[src/rtl/stopwatch_bcd.sv]
// BCD stopwatch M:SS.CC counted from a 1 ms tick, with a missing-tick watchdog.
// Define STOPWATCH_LAP_HOLD_EN to enable the lap display-hold feature.
module stopwatch_bcd #(
    parameter int unsigned TICK_TIMEOUT = 50100
) (
    input  logic       clk,
    input  logic       rst_n,
    input  logic       tick,
    input  logic       start,
    input  logic       stop,
    input  logic       clear,
    input  logic       lap,
    output logic [3:0] min_bcd,
    output logic [7:0] sec_bcd,
    output logic [7:0] cs_bcd,
    output logic       running,
    output logic       done,
    output logic       tick_err
);

    localparam int unsigned WDW = $clog2(TICK_TIMEOUT + 1);
    localparam logic [WDW-1:0] WD_MAX = WDW'(TICK_TIMEOUT);

    typedef enum logic [1:0] {
        IDLE,
        RUN,
        PAUSE,
        DONE
    } state_t;

    state_t         state_q;
    state_t         state_n;
    logic [3:0]     sub_q;
    logic [3:0]     sub_n;
    logic [7:0]     cs_q;
    logic [7:0]     cs_n;
    logic [7:0]     sec_q;
    logic [7:0]     sec_n;
    logic [3:0]     min_q;
    logic [3:0]     min_n;
    logic [WDW-1:0] wd_q;
    logic [WDW-1:0] wd_n;
    logic           err_q;
    logic           err_n;
    logic           counted;
    logic           full;

    function automatic logic [3:0] dig_inc(input logic [3:0] d);
        return (d == 4'd9) ? 4'd0 : d + 4'd1;
    endfunction

    assign counted = (state_q == RUN) && tick;

    // Last tick of full scale: enter DONE instead of wrapping to 0:00.00.
    assign full = counted && (sub_q == 4'd9) && (cs_q == 8'h99)
               && (sec_q == 8'h59) && (min_q == 4'd9);

    always_comb begin
        state_n = state_q;
        if (clear) begin
            state_n = IDLE;
        end else begin
            unique case (state_q)
                IDLE, PAUSE: begin
                    if (!stop && start) begin
                        state_n = RUN;
                    end
                end
                RUN: begin
                    if (full) begin
                        state_n = DONE;
                    end else if (stop) begin
                        state_n = PAUSE;
                    end
                end
                DONE: begin
                    state_n = DONE;
                end
            endcase
        end
    end

    always_comb begin
        sub_n = sub_q;
        cs_n  = cs_q;
        sec_n = sec_q;
        min_n = min_q;
        if (clear) begin
            sub_n = '0;
            cs_n  = '0;
            sec_n = '0;
            min_n = '0;
        end else if (counted && !full) begin
            if (sub_q != 4'd9) begin
                sub_n = sub_q + 4'd1;
            end else begin
                sub_n = '0;
                cs_n[3:0] = dig_inc(cs_q[3:0]);
                if (cs_q[3:0] == 4'd9) begin
                    cs_n[7:4] = dig_inc(cs_q[7:4]);
                end
                if (cs_q == 8'h99) begin
                    sec_n[3:0] = dig_inc(sec_q[3:0]);
                    if (sec_q[3:0] == 4'd9) begin
                        sec_n[7:4] = (sec_q[7:4] == 4'd5) ? 4'd0
                                   : sec_q[7:4] + 4'd1;
                    end
                    if (sec_q == 8'h59) begin
                        min_n = dig_inc(min_q);
                    end
                end
            end
        end
    end

    always_comb begin
        wd_n  = wd_q;
        err_n = err_q;
        if (state_q != RUN) begin
            if (state_n == RUN) begin
                wd_n = '0;
            end
        end else if (counted) begin
            wd_n = '0;
        end else if (wd_q != WD_MAX) begin
            wd_n = wd_q + WDW'(1);
        end
        if (state_q == RUN && wd_n == WD_MAX) begin
            err_n = 1'b1;
        end
        if (clear) begin
            err_n = 1'b0;
        end
    end

    always_ff @(posedge clk or negedge rst_n) begin
        if (!rst_n) begin
            state_q <= IDLE;
            sub_q   <= '0;
            cs_q    <= '0;
            sec_q   <= '0;
            min_q   <= '0;
            wd_q    <= '0;
            err_q   <= 1'b0;
        end else begin
            state_q <= state_n;
            sub_q   <= sub_n;
            cs_q    <= cs_n;
            sec_q   <= sec_n;
            min_q   <= min_n;
            wd_q    <= wd_n;
            err_q   <= err_n;
        end
    end

    assign running  = (state_q == RUN);
    assign done     = (state_q == DONE);
    assign tick_err = err_q;

`ifdef STOPWATCH_LAP_HOLD_EN
    logic       hold_q;
    logic       hold_n;
    logic [3:0] hmin_q;
    logic [3:0] hmin_n;
    logic [7:0] hsec_q;
    logic [7:0] hsec_n;
    logic [7:0] hcs_q;
    logic [7:0] hcs_n;

    // Snapshot is the live time as seen in the lap cycle, before any tick.
    always_comb begin
        hold_n = hold_q;
        hmin_n = hmin_q;
        hsec_n = hsec_q;
        hcs_n  = hcs_q;
        if (state_n == IDLE || state_n == DONE) begin
            hold_n = 1'b0;
        end else if (state_q == RUN && lap) begin
            hold_n = !hold_q;
            if (!hold_q) begin
                hmin_n = min_q;
                hsec_n = sec_q;
                hcs_n  = cs_q;
            end
        end
    end

    always_ff @(posedge clk or negedge rst_n) begin
        if (!rst_n) begin
            hold_q <= 1'b0;
            hmin_q <= '0;
            hsec_q <= '0;
            hcs_q  <= '0;
        end else begin
            hold_q <= hold_n;
            hmin_q <= hmin_n;
            hsec_q <= hsec_n;
            hcs_q  <= hcs_n;
        end
    end

    assign min_bcd = hold_q ? hmin_q : min_q;
    assign sec_bcd = hold_q ? hsec_q : sec_q;
    assign cs_bcd  = hold_q ? hcs_q  : cs_q;
`else
    logic unused_lap;
    assign unused_lap = lap;

    assign min_bcd = min_q;
    assign sec_bcd = sec_q;
    assign cs_bcd  = cs_q;
`endif

endmodule

[config.mk]
export PLATFORM = sky130hd
export DESIGN_NAME = stopwatch_bcd
export DESIGN_NICKNAME = d
export VERILOG_FILES = /design/src/rtl/stopwatch_bcd.sv
export SDC_FILE = /design/constraint.sdc
export NUM_CORES = 1
export LEC_CHECK = 0
export ABC_AREA = 1
export BUFFER_PORTS_ARGS = -buffer_cell sky130_fd_sc_hd__buf_2
export CORE_UTILIZATION = 55
export CTS_BUF_LIST = sky130_fd_sc_hd__clkbuf_4
export DETAILED_ROUTE_END_ITERATION = 8
export PLACE_DENSITY = 0.76
export REMOVE_ABC_BUFFERS = 1
export SLEW_MARGIN = 20
export SYNTH_ARGS = -nofsm -noshare
export SYNTH_HDL_FRONTEND = slang
export SYNTH_SLANG_ARGS = --single-unit
[constraint.sdc]
create_clock -name clk -period 2.4 [get_ports clk]
set_input_delay 0.48 -clock clk [delete_from_list [all_inputs] [get_ports clk]]
set_output_delay 0.48 -clock clk [all_outputs]
set_load 0.05 [all_outputs]
After elaboration in Yosys (flattened, before gate mapping)
Cells that the tools add are included.
{"block": "op_classes", "eq_ne": 17, "addsub": 7, "reduce_logical": 23, "muxes": 33}
{"cell": "$mux 16", "count": 4}
{"cell": "$mux 4", "count": 15}
{"cell": "$mux 8", "count": 7}
{"cell": "$add 4x1->4 const B", "count": 6}
{"cell": "$eq 4x4->1 const B", "count": 5}
{"cell": "$add 16x1->16 const B", "count": 1}
{"cell": "$eq 16x16->1 const B", "count": 1}
{"cell": "$ne 16x16->1 const B", "count": 1}
{"cell": "$reduce_bool 2->1", "count": 6}
{"cell": "$eq 8x7->1 const B", "count": 1}
{"cell": "$eq 8x8->1 const B", "count": 1}
{"cell": "$logic_and 1x1->1", "count": 8}
{"cell": "$mux 2", "count": 4}
{"cell": "$reduce_and 4->1", "count": 2}
{"cell": "$pmux 2 s3", "count": 1}
{"cell": "$reduce_and 3->1", "count": 2}
{"cell": "$eq 2x1->1 const B", "count": 2}
{"cell": "$eq 2x2->1 const B", "count": 2}
{"cell": "$eq 4x3->1 const B", "count": 1}
{"cell": "$ne 4x4->1 const B", "count": 1}
{"cell": "$logic_not 1->1", "count": 2}
{"cell": "$logic_not 2->1", "count": 1}
{"cell": "$mux 1", "count": 2}
{"cell": "$ne 2x1->1 const B", "count": 1}
{"cell": "other kinds (3)", "count": 3}
{"block": "totals", "output_inout_bits": 23, "word_cells": 89, "in_bits": 7, "ff_bits": 43}

Depth between registers and ports, before layout
{"block": "depth", "word_depth": 16, "mapped_depth": 18, "depth_no_buf": 17}

Worst setup path before layout
No wires, ideal clock.
{"block": "synth_path", "path_kind": "reg2reg", "from": "register sec_q[1], in the netlist sec_bcd[1]", "to": "register min_q[3], in the netlist min_bcd[3]", "path_slack_ns": 0.061, "path_stages_with_launch": 17, "setup_time_ns": 0.126, "arrival_time_ns": 2.213, "path_cell_list": "dfrtp_1 inv_1 ha_1 nand2_1 nor2_1 nand2_1 nor2_2 nand2_2 nand2_1 nand2_4 nand2_4 nor2_8 nand2_4 nor2_8 nand2_4 nor3_1 nor3b_2"}
{"block": "synth_between", "elab_chain_cells": 7, "elab_cells_between_ends": 8}
{"element": "from (decl)", "line": "37", "source": "logic [7:0] sec_q;"}
{"element": "from (signal assigned)", "line": "149", "source": "sec_q <= sec_n;"}
{"element": "$eq 8x7->1 *", "line": "56, 108"}
{"element": "$logic_and 1x1->1 (2 in a row)", "line": "56", "source": "&& (sec_q == 8'h59) && (min_q == 4'd9);"}
{"element": "$logic_not 1->1", "line": "93", "source": "end else if (counted && !full) begin"}
{"element": "$logic_and 1x1->1", "line": "93"}
{"element": "$reduce_bool 2->1 (no line)"}
{"element": "$reduce_and 4->1 (no line) *"}
{"element": "to (signal assigned)", "line": "150", "source": "min_q <= min_n;"}
{"element": "to (decl)", "line": "39", "source": "logic [3:0] min_q;"}
Every way passes the cells marked *; elsewhere a longest branch is shown, timed or not.
A chain may end at the register's enable or synchronous reset.

Worst setup path in the final report
{"block": "layout_path", "from": "register cs_q[1], in the netlist cs_bcd[1]", "to": "register err_q, in the netlist tick_err"}
{"block": "layout_between", "elab_chain_cells": 13}
{"element": "from (decl)", "line": "35", "source": "logic [7:0] cs_q;"}
{"element": "from (signal assigned)", "line": "148", "source": "cs_q <= cs_n;"}
{"element": "$eq 8x8->1", "line": "55", "source": "assign full = counted && (sub_q == 4'd9) && (cs_q == 8'h99)"}
{"element": "$logic_and 1x1->1", "line": "55"}
{"element": "$logic_and 1x1->1 (2 in a row)", "line": "56"}
{"element": "$mux 2", "line": "70", "source": "if (full) begin"}
{"element": "$pmux 2 s3", "line": "63", "source": "unique case (state_q)"}
{"element": "$mux 2", "line": "60", "source": "if (clear) begin"}
{"element": "net state_n[0]", "line": "32", "source": "state_t state_n;"}
{"element": "$eq 2x1->1", "line": "120", "source": "if (state_n == RUN) begin"}
{"element": "$mux 16", "line": "120"}
{"element": "$mux 16", "line": "119", "source": "if (state_q != RUN) begin"}
{"element": "net wd_n[11]", "line": "42", "source": "logic [WDW-1:0] wd_n;"}
{"element": "$eq 16x16->1", "line": "128", "source": "if (state_q == RUN && wd_n == WD_MAX) begin"}
{"element": "$logic_and 1x1->1", "line": "128"}
{"element": "$reduce_bool 2->1 (no line)"}
{"element": "to (signal assigned)", "line": "152", "source": "err_q <= err_n;"}
{"element": "to (decl)", "line": "43", "source": "logic err_q;"}
The timed path passes the listed nets, and every way through them passes these cells.

==> results.cfg <==
[cells_and_area]
final_cells = 479
utilization = 0.6592
drive_gt1_frac = 0.1748
nNetsFinal = 432
diodes = 0
syn_to_final_growth_pct = 14.86
nFillCells = 442

[worst_setup_path]
worst-endpoint-arrival_ns = 2.49
crit_required_ns = 2.67
critPathKind = flop to flop
cp-end-kind = flop
crit_chain = inv_1, ha_1, nand2_1, nor2_1, nand2_1, nor2_2, nand2_2, a21oi_4, nand2_4, buf_4, nand2_1, nand2_1, nor2_1, nand2_1, nor2_1, nand3_1, a21oi_1
cp_top_family = simple AND/OR/NAND/NOR gates
slowest_delay_ns = 0.42
path_buf_inv = 2
cp_max_fo = 11
start_kind = flop
crit_top_cell = nand2_1
critPathSlowestCell = dfrtp_1

[synth]
ys_seq_area_frac = 0.3943
syn-instance-count = 363
netlist_area_um2 = 2729
postSynthAreaPerCell_um2 = 7.518
synth.distinct_cells = 32
yosys_warnings = 0
synth-seq-cells = 43

[floorplan]
core_um2 = 4755
die_w_um = 72.44
num_rows = 25
start_util = 0.5739
io_pins = 30
die_h_um = 72.44
die-area_um2 = 5248

[clock_tree]
cts_root_buf = clkbuf_4
cts.sink_count = 43
numCtsBuffers = 5
cts_tree = built
clockBufferDepth = 2
clk_latency_ns = 0.33
ctsHoldBuffers = 0
cts-htree-levels = 2
cts.clk_slew.worst_paths_ns = 0.12

[placement]
gp_congestion = 0.8738
dpl_worst_slack_ns = 0.06981
dp.cells = 466
dp_hpwl_mm = 4.586
io_buffers = 28

[grt]
grt_max_degree = 18
grt_remaining_overflow = 0
first_global_vias = 2340
grt_pass1_wl_mm = 10.23
track_usage = 0.2492
grt_antenna_before_repair = 0

[routing]
detail-route-antenna-nets = 0
firstDrtPassIters = 4
drc = 0
vias = 2524
drt_iter0_drc = 193
wire_per_inst_um = 12.51
routed_wl_mm = 5.991
via_per_inst = 5.269

[min_path]
min_path_type = input pin to async pin

[timing]
setup_slack_ns = 0.1818
period_minus_slack_ns = 2.218
skew_ns = 0.007827
final_hold_viol_count = 0
setup_viol = 0
rsz0062_at_grt = true
worstMarginPinSlew_ns = 0.7164
drv_slew = 0
max_freq_ghz = 0.4508
post-route-period-util = 0.9242
slew_headroom = 0.5206

[power]
leakagePower_nw = 1.557
p_per_area_nw_per_um2 = 643.5
peakVddDrop_mv = 0.5521
p_total_mw = 2.017

[run]
drv_cap = 0

[run_status]
outcome = finished clean
[metal layers]
| layer | vias to the layer above | part of all wire | global-route usage |
|---|---|---|---|
| li1 | 1275 | - | - |
| met3 | 6 | 0.040 | 0.04167 |
| met2 | 58 | 0.51 | 0.4465 |
| met5 | - | 0 | 0 |
| met1 | 1185 | 0.44 | 0.3099 |
| met4 | 0 | 0.0098 | 0.06754 |
[metrics by stage]
stage | hold WS, ns | instance area, um^2 | setup TNS, ns
2_1_floorplan | 0.1844 | 2705 | 0
3_3_place_gp | 0.3957 | 3019 | 0
3_5_place_dp | 0.3977 | 3019 | 0
4_1_cts | 0.01459 | 3072 | 0
5_1_grt | 0.01558 | 3134 | -0.03181
6_report | 0.01752 | 3134 | 0
[registers in the layout (all words and copies together), names as in the netlist]
name / count
wd_q: 16
state_q: 2
cs_bcd: 8
tick_err: 1
sub_q: 4
sec_bcd: 8
min_bcd: 4
[logic make-up (layout without fill, tap and decap cells)]
kind of cell / after synthesis / in the layout / synth area share
buf+inv: 55 / 103 / 0.07886
compound gates: 50 / 50 / 0.1018
flops: 43 / 43 / 0.3943
xor+xnor: 5 / 5 / 0.01605
simple gates: 194 / 195 / 0.3375
fa+ha+maj: 14 / 14 / 0.06419
mux: 2 / 2 / 0.007336
[final timing paths]
| check | end | startpoint | cells after the start | slack (ns) |
|---|---|---|---|---|
| worst min-delay path | wd_q[1] | rst_n | 1 | 0.02 |
| worst max register to register | tick_err | cs_bcd[1] | 17 | 0.18 |
| max in group asynchronous | min_bcd[2] | rst_n | 2 | 1.84 |
| worst min register to register | sec_bcd[7] | sec_bcd[7] | 1 | 0.50 |
| worst max-delay path | tick_err | cs_bcd[1] | 17 | 0.18 |
| min in group clk | tick_err | clear | 2 | 0.43 |
[layout make-up]
type,count,area [um^2],share of cell area
clock buffer,6,45.04,0.01437
tap,67,83.83,0.02675
inverter,51,191.4,0.06108
timing repair buffer,44,260.3,0.08303
sequential,43,1076,0.3433
multi-input combinational,266,1470,0.4691
clock inverter,2,7.507,0.002395
[repair_timing]
action                     in CTS  in global routing
setup endpoints to repair       0                  3
resized for setup               0                  5
setup buffers                   0                  4
[synthesized netlist by cell type]
cell type | number | area [um^2]
a21oi_4 | 1 | 16.27
nor2_2 | 1 | 6.260
dfrtp_1 | 43 | 1076
nand3_1 | 32 | 160.2
nor2_1 | 49 | 183.9
inv_2 | 1 | 3.750
nor3_1 | 13 | 65.06
mux2i_1 | 2 | 20.02
nor3b_2 | 1 | 12.51
nor3_2 | 1 | 10.01
a21oi_1 | 16 | 80.08
o21ai_1 | 2 | 10.01
xor2_1 | 5 | 43.79
nor3b_1 | 2 | 15.01
nand2_2 | 3 | 18.77
and3_1 | 2 | 12.51
nor2_4 | 2 | 22.52
clkbuf_1 | 2 | 7.510
a31o_2 | 2 | 17.52
ha_1 | 14 | 175.2
buf_6 | 1 | 11.26
nand2_1 | 76 | 285.3
inv_1 | 50 | 187.7
o21a_1 | 1 | 7.510
nor2_8 | 2 | 40.04
buf_2 | 1 | 5.000
o21ai_0 | 24 | 120.1
o22ai_1 | 3 | 18.77
nand3b_1 | 1 | 7.510
nand2_4 | 5 | 56.30
nand4_1 | 4 | 25.02
o31ai_1 | 1 | 7.510
[placed cells by master, fill, tap and decap left out]
cell,count
nand2_4,5
inv_2,1
nor3b_2,1
clkinv_1,2
nand4_1,4
o21ai_0,23
a21oi_4,1
clkbuf_4,6
nand2_1,76
ha_1,14
nand3_1,32
dfrtp_1,43
buf_4,16
nor3_1,12
nor3b_1,2
buf_2,28
xor2_1,5
o22ai_1,3
o31ai_1,1
a31o_2,2
nor3_2,2
nor2_2,2
o21a_1,1
nor2_4,3
nor2_1,48
nand2_8,1
inv_1,50
o21ai_1,3
nand3b_1,1
mux2i_1,2
nor2_8,2
nand2_2,2
and3_1,2
a21oi_1,16
[report_power, final]
group          internal, mW  switching [mW]  total [mW]
sequential            0.817          0.0861       0.903
combinational         0.224           0.550       0.773
clock                 0.120           0.220       0.340
[worst register-to-register path: cells and delay by family, from the launching register on]
family	cells	cell delay (ns)
AOI/OAI and AO/OA	2	0.30
adders and majority gates	1	0.15
buffers and inverters	2	0.26
DFF	1	0.42
and+or+nand+nor	12	1.03
(Power assumes the default switching activity.)
